### src/rtl/rx_pkg.sv
// Shared types and constants for the 4x-oversampled receive deserializer.
// Frame is FRAME_BYTES bytes; the last byte carries CRC-8 (poly 0x07, MSB-first).
package rx_pkg;
  typedef enum logic [1:0] {IDLE, RECEIVE, DONE} state_t;

  localparam int SAMPLES_PER_BIT = 4;
  localparam int FRAME_BYTES     = 9;
  localparam int MAJ_THRESH      = 3;

  localparam logic [7:0] CRC8_POLY = 8'h07;
  localparam logic [7:0] CRC8_INIT = 8'h00;

  function automatic logic [7:0] crc8_step(input logic [7:0] crc, input logic b);
    crc8_step = {crc[6:0], 1'b0} ^ ((crc[7] ^ b) ? CRC8_POLY : 8'h00);
  endfunction
endpackage

### src/rtl/rx_bit_slicer.sv
// Majority slicer: counts ones over SAMPLES_PER_BIT samples; decision is combinational on the last sample.
// No backpressure; bit_valid is a single-cycle qualifier for bit_val/bit_amb.
module rx_bit_slicer
  import rx_pkg::*;
(
  input  logic sample_clk,
  input  logic reset,
  input  logic first,
  input  logic en,
  input  logic signal,
  output logic bit_valid,
  output logic bit_val,
  output logic bit_amb
);
  localparam int SW = $clog2(SAMPLES_PER_BIT);
  localparam int OW = $clog2(SAMPLES_PER_BIT + 1);
  localparam logic [SW-1:0] LAST = SW'(SAMPLES_PER_BIT - 1);
  localparam logic [OW-1:0] HI   = OW'(MAJ_THRESH);
  localparam logic [OW-1:0] LO   = OW'(SAMPLES_PER_BIT - MAJ_THRESH);

  logic [SW-1:0] sample_cnt;
  logic [OW-1:0] ones_cnt;
  logic [OW-1:0] ones_total;

  // The current sample is part of the decision on the last sample of a bit.
  assign ones_total = ones_cnt + OW'(signal);
  assign bit_valid  = en && (sample_cnt == LAST);
  assign bit_val    = (ones_total >= HI);
  assign bit_amb    = bit_valid && (ones_total > LO) && (ones_total < HI);

  always_ff @(posedge sample_clk) begin
    if (reset) begin
      sample_cnt <= '0;
      ones_cnt   <= '0;
    end else if (first) begin
      // The triggering edge already captures sample 0 of bit 0.
      sample_cnt <= SW'(1);
      ones_cnt   <= OW'(signal);
    end else if (en) begin
      if (bit_valid) begin
        sample_cnt <= '0;
        ones_cnt   <= '0;
      end else begin
        sample_cnt <= sample_cnt + SW'(1);
        ones_cnt   <= ones_total;
      end
    end
  end
endmodule

### src/rtl/rx_frame_deserializer.sv
// Frame deserializer: start rise -> FRAME_BYTES registered byte strobes, first on sample 31, last on 287.
// No backpressure (consumers must accept every strobe); optional inline CRC-8 under `RX_CRC8_EN`.
module rx_frame_deserializer
  import rx_pkg::*;
(
  input  logic       sample_clk,
  input  logic       reset,
  input  logic       signal,
  input  logic       start,
  output logic [7:0] data_out,
  output logic       data_valid,
  output logic [3:0] byte_index,
  output logic       frame_done,
  output logic       bit_err,
  output logic       busy,
  output logic       crc_ok
);
  localparam int BW = $clog2(FRAME_BYTES);
  localparam logic [BW-1:0] LAST_BYTE = BW'(FRAME_BYTES - 1);

  state_t        state;
  logic          start_prev;
  logic [2:0]    bit_cnt;
  logic [BW-1:0] byte_cnt;
  logic [7:0]    shreg;
  logic [7:0]    shreg_nxt;
  logic          rise, frame_start;
  logic          bit_valid, bit_val, bit_amb;

  assign rise        = start & ~start_prev;
  assign frame_start = (state == IDLE) && rise;
  assign shreg_nxt   = {shreg[6:0], bit_val};

  rx_bit_slicer u_slicer (
    .sample_clk (sample_clk),
    .reset      (reset),
    .first      (frame_start),
    .en         (state == RECEIVE),
    .signal     (signal),
    .bit_valid  (bit_valid),
    .bit_val    (bit_val),
    .bit_amb    (bit_amb)
  );

  always_ff @(posedge sample_clk) begin
    if (reset) begin
      state      <= IDLE;
      start_prev <= 1'b1;
      bit_cnt    <= '0;
      byte_cnt   <= '0;
      shreg      <= '0;
      data_out   <= '0;
      data_valid <= 1'b0;
      byte_index <= '0;
      frame_done <= 1'b0;
      bit_err    <= 1'b0;
      busy       <= 1'b0;
    end else begin
      start_prev <= start;
      data_valid <= 1'b0;
      frame_done <= 1'b0;
      case (state)
        IDLE: begin
          if (rise) begin
            state    <= RECEIVE;
            busy     <= 1'b1;
            bit_err  <= 1'b0;
            bit_cnt  <= '0;
            byte_cnt <= '0;
            shreg    <= '0;
          end
        end
        RECEIVE: begin
          if (bit_valid) begin
            shreg   <= shreg_nxt;
            bit_cnt <= bit_cnt + 3'd1;
            if (bit_amb) bit_err <= 1'b1;
            if (bit_cnt == 3'd7) begin
              data_out   <= shreg_nxt;
              byte_index <= 4'(byte_cnt);
              data_valid <= 1'b1;
              byte_cnt   <= byte_cnt + BW'(1);
              if (byte_cnt == LAST_BYTE) begin
                frame_done <= 1'b1;
                busy       <= 1'b0;
                state      <= DONE;
              end
            end
          end
        end
        DONE:    state <= IDLE;
        default: state <= IDLE;
      endcase
    end
  end

`ifdef RX_CRC8_EN
  logic [7:0] crc;

  always_ff @(posedge sample_clk) begin
    if (reset) begin
      crc    <= CRC8_INIT;
      crc_ok <= 1'b0;
    end else if (frame_start) begin
      crc    <= CRC8_INIT;
      crc_ok <= 1'b0;
    end else if (bit_valid) begin
      // Payload bits feed the CRC; the final byte is compared once fully shifted in.
      if (byte_cnt != LAST_BYTE)
        crc <= crc8_step(crc, bit_val);
      else if (bit_cnt == 3'd7)
        crc_ok <= (crc == shreg_nxt);
    end
  end
`else
  assign crc_ok = 1'b0;
`endif
endmodule

### config.mk
export PLATFORM = sky130hd
export DESIGN_NAME = rx_frame_deserializer
export DESIGN_NICKNAME = d
export VERILOG_FILES = /design/src/rtl/rx_pkg.sv /design/src/rtl/rx_bit_slicer.sv /design/src/rtl/rx_frame_deserializer.sv
export SDC_FILE = /design/constraint.sdc
export NUM_CORES = 1
export LEC_CHECK = 0
export BUFFER_PORTS_ARGS = -buffer_cell sky130_fd_sc_hd__buf_2
export CAP_MARGIN = 25
export CORE_ASPECT_RATIO = 0.6
export CORE_UTILIZATION = 57
export DETAILED_ROUTE_END_ITERATION = 16
export GPL_TIMING_DRIVEN = 0
export PLACE_DENSITY = 0.79
export SYNTH_ARGS = -nofsm -noshare
export SYNTH_HDL_FRONTEND = slang
export SYNTH_SLANG_ARGS = --single-unit
### constraint.sdc
create_clock -name sample_clk -period 4.01 [get_ports sample_clk]
set_clock_uncertainty 0.1 [all_clocks]
set_input_delay 0.401 -clock sample_clk [delete_from_list [all_inputs] [get_ports sample_clk]]
set_output_delay 0.401 -clock sample_clk [all_outputs]
set_load 0.01 [all_outputs]
## After elaboration in Yosys (flattened, before gate mapping)

Index checks and enable logic that the tools add are counted.

| operators by class | value |
|---|---|
| bitwise logic cells | 5 |
| order comparisons | 3 |
| multiplexer cells | 32 |
| reduce and logical (&&, ||, !) cells | 16 |
| $add $sub $neg | 4 |
| eq/ne operators | 9 |

Operators by type and width:

| operator | number |
|---|---|
| $mux W7 | 2 |
| $pmux W7 S2 | 1 |
| $mux W1 | 13 |
| $mux W4 | 3 |
| $reduce_and A4 Y1 | 3 |
| $mux W2 | 5 |
| $ne A2 B2 Y1 const B | 5 |
| $mux W3 | 3 |
| $pmux W4 S2 | 1 |
| $pmux W3 S2 | 1 |
| $reduce_and A3 Y1 | 2 |
| $reduce_and A5 Y1 | 1 |
| $add A4 B1 Y4 const B | 1 |
| $eq A4 B4 Y1 const B | 1 |
| $logic_and A1 B1 Y1 | 4 |
| $not A1 Y1 | 4 |
| $pmux W1 S2 | 2 |
| $pmux W2 S2 | 1 |
| $reduce_bool A2 Y1 | 2 |
| $reduce_or A4 Y1 | 1 |
| $add A3 B1 Y3 | 1 |
| $add A3 B1 Y3 const B | 1 |
| $eq A3 B3 Y1 const B | 1 |
| $ge A3 B2 Y1 const B | 1 |
| 9 further kinds | 9 |

| storage, ports and cells | value |
|---|---|
| logic and storage cells | 84 |
| flip-flop bits (word level) | 38 |
| bits of input ports | 4 |

## Depth between registers and ports, before layout

| depth | value |
|---|---|
| word-level depth | 7 |
| depth in mapped cells | 7 |
| mapped depth without buffers | 6 |

## By module

From an unflattened synthesis, not the netlist that was laid out.

| unflattened totals | value |
|---|---|
| cells, all modules | 164 |
| area, all modules | 1594.0 um^2 |

Modules (own cells, without submodules):

| module | area an instance (um^2) | instances | cells an instance |
|---|---|---|---|
| rx_frame_deserializer | 1288.7 | 1 | 132 |
| rx_bit_slicer | 305.3 | 1 | 32 |

## Worst setup path after synthesis

No wires, ideal clock.

| timing | value |
|---|---|
| kind | input-to-reg |
| start | input port signal |
| end | register bit_err |
| data arrival time | 1.382 ns |
| data required time | 3.824 ns |
| stages | 6 |
| slack | 2.442 ns |
| path through | ha_1 -> ha_1 -> xor2_1 -> a21oi_1 -> nand4_1 -> a211oi_1 |

| on the way | value |
|---|---|
| longest elaborated chain between the ends | 6 |
| elaborated cells on any way between the ends | 7 |
| classes of those cells | 1 x add/sub; 2 x order compare; 1 x eq/ne; 3 x reduce/logical |

Ends and longest elaborated chain:

| element | RTL line | RTL |
|---|---|---|
| start, declared | rx_frame_deserializer.sv:8 | `input logic signal,` |
| $add A3 B1 Y3 * | rx_bit_slicer.sv:26 | `assign ones_total = ones_cnt + OW'(signal);` |
| $gt A3 B1 Y1 | rx_bit_slicer.sv:29 | `assign bit_amb = bit_valid && (ones_total > LO) && (ones_total < HI);` |
| $logic_and A1 B1 Y1 | rx_bit_slicer.sv:29 |  |
| $logic_and A1 B1 Y1 * | rx_bit_slicer.sv:29 |  |
| $ne A2 B2 Y1 (no line) * | n/a |  |
| $reduce_and A4 Y1 (no line) * | n/a |  |
| end signal, assigned | rx_frame_deserializer.sv:56 | `bit_err <= 1'b0;` |
| end signal, assigned | rx_frame_deserializer.sv:67 | `bit_err <= 1'b0;` |
| end signal, assigned | rx_frame_deserializer.sv:77 | `if (bit_amb) bit_err <= 1'b1;` |
| end, declared | rx_frame_deserializer.sv:14 | `output logic bit_err,` |

Mark *: on every way between the ends. The rest lies on a longest branch, timed or not.
A chain may end at the register's enable or synchronous reset.

## Worst setup path after layout

| timing | value |
|---|---|
| start | register u_slicer.ones_cnt[0] |
| end | register bit_err |

| on the way | value |
|---|---|
| longest elaborated chain between the ends | 6 |
| elaborated cells on any way between the ends | 7 |
| classes of those cells | 1 x add/sub; 2 x order compare; 1 x eq/ne; 3 x reduce/logical |

Ends and longest elaborated chain:

| element | RTL line | RTL |
|---|---|---|
| start, declared | rx_bit_slicer.sv:22 | `logic [OW-1:0] ones_cnt;` |
| start signal, assigned | rx_bit_slicer.sv:38 | `ones_cnt <= OW'(signal);` |
| start signal, assigned | rx_bit_slicer.sv:45 | `ones_cnt <= ones_total;` |
| $add A3 B1 Y3 * | rx_bit_slicer.sv:26 |  |
| $gt A3 B1 Y1 | rx_bit_slicer.sv:29 |  |
| $logic_and A1 B1 Y1 | rx_bit_slicer.sv:29 |  |
| $logic_and A1 B1 Y1 * | rx_bit_slicer.sv:29 |  |
| $ne A2 B2 Y1 (no line) * | n/a |  |
| $reduce_and A4 Y1 (no line) * | n/a |  |

Marks and branches as above.

==> summary by stage <==
Outcome
The run finished with clean final reports.

STA
The total count of max-transition violations in the final report is 0. On the final layout, the worst hold slack is 245 ps. Setup violations remaining at the end of the flow were counted as 0.

Headroom to the max-slew limit came out at 0.665. The final-report hold violation count is 0. For the pin with the worst max-slew slack, the measured transition is 502 ps. Setup repair after global routing left no endpoint under its margin. The post-layout minimum cycle time is 1700 ps. The post-route setup TNS is 0 ps. The portion of the clock cycle consumed by the worst path in the final layout is 0.424. The highest attainable clock frequency is 589 MHz.

Final layout
The post-layout utilization of the core is 0.720. The net count reported at finish is 206. The number of antenna diodes in the final layout is 0.

The final cell count without fillers is 228. The layout-stage area growth over the synthesis result is 17.5%. The layout filler cell count is 183. Of the cells placed in the final design, the portion with a size suffix greater than 1 is 0.209.

Setup path
Walking the worst path, the cells encountered are ha_1 -> ha_1 -> xor2_1 -> a21oi_1 -> nand4_1 -> a211oi_1. Together, buffers and inverters on the worst path number 0. STA classifies the critical path startpoint as a flop. The arrival time of the worst setup path is 1790 ps. The cell that appears most often on the critical path is ha_1.

By startpoint and endpoint, the worst setup path is classified as reg2reg. The required time at the endpoint of the critical path is 4110 ps. The slowest library cell on the worst path is dfxtp_1. The reg-to-reg endpoint is bit_err$_SDFFE_PP0P_. The slack of the worst reg-to-reg path is 2310 ps.

The delay of the slowest cell on the worst path is 330 ps. The number of cells on the worst reg-to-reg path is 6. Along the worst path, the maximum fanout reaches 3. The kind of cell with the highest combined delay along the critical path is compound AO/OA/AOI/OAI gates. The endpoint kind of the worst setup timing path is a flop.

The startpoint of the worst register-to-register path is u_slicer.ones_cnt[0]$_SDFFE_PP0P_.

Clock network
The post-CTS setup-driven buffer insertion count is 0. Clock-pin slew was measured on the worst setup and hold paths at 70 ps. The number of gates resized after CTS was 0.

The total clock buffers created by CTS is 5. The clock passes through at most 2 buffers. The H-tree level count is 2. Clock tree synthesis selected as its root buffer the cell clkbuf_8.

After clock tree synthesis, the flow added hold-fix buffers numbering 0. The clock net in this run drives a total of 38 sinks. The later pin in the worst-skew pair is clocked with a latency of 290 ps. The clock tree from TritonCTS is yes.

Die
The total area inside the core boundary comes to 2540 um2. The die outline height is 42.5 um. The initial utilization of the core area, before any placement, comes to 0.612. The floorplan has 14 rows. The area of the die is 2950 um2. The I/O pin count is 21. Measured along the x axis, the die boundary spans 69.4 um.

Worst hold path
The endpoint of the worst hold path is start_prev$_SDFF_PP1_. The worst hold-check path type is in2reg. The hold-critical path depth is 2. The startpoint of the lowest-slack hold path is start.

Power and ir drop
The portion of total power attributed to sequential cells is 0.472. The switching share of power is 0.191. The share of total power dissipated in the clock network is 0.490.

The static leakage is 0.763 nW. For this design the total switching power over the nets is 0.155 mW. The power density over the cells is 445 nW/um2. The cell-internal power is 0.657 mW. Across the VDD grid, the largest voltage drop is 0.000293 V. The combinational fraction of design power is 0.038.

Detailed routing
For this run, design rule violations remaining after detail routing come to 0. The total detailed-routing wirelength is 3.23 mm. The count of nets left with antenna violations once routing finished came out at 0. The total vias in the final route is 1294. The number of optimization iterations in the first detailed-route pass is 4. After detailed routing, the number of vias per cell comes to 5.68. The number of DRC markers in iteration 0 is 95. In the final routed layout, each cell accounts on average for 14.1 um.

Yosys
The average size of a mapped cell is 9.15 um2. The cell count after synthesis came out at 170. In the synthesized netlist the async set-or-reset flop fraction comes to 0. The cell area that synthesis handed to floorplanning was 1560 um2. The count of cell types in the netlist is 36. Of the synthesized area, sequential elements account for 0.489.

The count of yosys warnings during synthesis is 0. Of the post-synthesis cell area, the dominant cell type holds 0.489. Counting flops with a built-in enable in the synthesized netlist gives 0. The largest total area in the synthesized netlist belongs to dfxtp_1. The primary flip-flop cell chosen by synthesis mapping is dfxtp_1. The number of synthesized register bits is 38. The net count after synthesis is 181.

After synthesis, the cell types taking the most area are dfxtp_1, nand2_1, ha_1.

Global route
After global routing the overflow that remains totals 0. The first global-routing pass estimated 5.38 mm of wire. Entering global routing, the biggest net connects 13 pins. The number of global-route vias before repair came to 1190. The initial antenna violation count is 0. In the global route stage, overall resource usage came out at 0.244.

Run
Across the run, the number of max-cap violations was 0.

Placed design
The count of placed standard cells including taps is 220. At the end of routability-driven placement, the weighted congestion stood at 0.844. The quantity of I/O buffers inserted on ports is 18. The estimated wirelength of the detail-placed design is 2.36 mm.
flip-flops by register name (all words and copies together) (netlist names), 2 cells and up:
register and cells:
bit_cnt 3, state 2, shreg 7, byte_index 4, u_slicer.sample_cnt 2, data_out 8
u_slicer.ones_cnt 3, byte_cnt 4
synth_stat cells (4+ instances only):
| library cell | count |
|---|---|
| nand2_1 | 26 |
| a211oi_1 | 4 |
| ha_1 | 7 |
| buf_4 | 5 |
| a21oi_1 | 16 |
| nand3_1 | 4 |
| dfxtp_1 | 38 |
| nor2_1 | 16 |
| nor3_1 | 5 |
| inv_1 | 5 |
| a22o_1 | 9 |
power groups by stage:
stage	combinational, mW	clock [mW]	sequential (mW)
final	0.0306	0.398	0.384
after global routing	0.0342	0.416	0.384
after CTS	0.0305	0.401	0.384
after detailed placement	0.0303	0	0.392
after global placement	0.0292	0	0.392
after floorplan	0.0218	0	0.392
cell type report:
class | count | area (um2) | area share
flip-flops and latches | 38 | 761 | 0.416
repair buffers | 18 | 90.1 | 0.0493
well taps | 32 | 40.0 | 0.0219
plain buffers | 11 | 70.1 | 0.0383
clock buffers | 6 | 82.6 | 0.0452
clock inverters | 2 | 60.1 | 0.0329
multi-input cells | 115 | 702 | 0.384
inverters | 6 | 22.5 | 0.0123
per-stage QoR:
stage          setup WS, ps  power [mW]  cell area, um2
3_5_place_dp           2150       0.423            1690
4_1_cts                2320       0.815            1830
2_1_floorplan          2440       0.414            1560
3_3_place_gp           2160       0.421            1690
5_1_grt                2210       0.834            1830
6_report               2310       0.813            1830
per-layer routing:
metal	vias to the layer above	track usage	wire length, um	part of all wire
met5	-	0	0	0
met4	0	0.0816	19	0.0059
met3	2	0.0865	195	0.060
met2	37	0.419	1550	0.48
met1	628	0.288	1460	0.45
li1	627	-	-	-
worst max path at each step:
| stage | to | startpoint | depth (start not counted) | slack, ps |
|---|---|---|---|---|
| floorplan | bit_err$_SDFFE_PP0P_ | signal | 6 | 2440 |
| global placement | bit_err$_SDFFE_PP0P_ | signal | 7 | 2160 |
| detailed placement | bit_err$_SDFFE_PP0P_ | signal | 7 | 2150 |
| CTS | bit_err$_SDFFE_PP0P_ | u_slicer.ones_cnt[0]$_SDFFE_PP0P_ | 6 | 2320 |
| global route | byte_cnt[1]$_SDFFE_PP0P_ | u_slicer.sample_cnt[0]$_SDFFE_PP0P_ | 7 | 2210 |
| finish | bit_err$_SDFFE_PP0P_ | u_slicer.ones_cnt[0]$_SDFFE_PP0P_ | 6 | 2310 |
cell families after synthesis:
kind of cell             after synthesis  share of synthesized area
AO/OA/AOI/OAI                         38                      0.160
XOR/XNOR                               3                     0.0169
adder cells (fa/ha/maj)                7                     0.0563
buffers and inverters                 17                     0.0595
flip-flops                            38                      0.489
multiplexers                           2                     0.0137
other                                  1                    0.00241
AND/OR/NAND/NOR                       64                      0.202
cells in the final DEF (no fill, tap or decap), types with 3 or more instances in the layout:
master    count
a21oi_1      16
ha_1          7
buf_2        20
nand2_1      26
nor3_1        5
clkbuf_8      6
dfxtp_1      38
a211oi_1      4
xor2_1        3
nor2_1       16
nand3_1       4
buf_4         5
a22o_1        9
inv_1         5
clkbuf_1      3
Power figures use the tool's default switching activity.
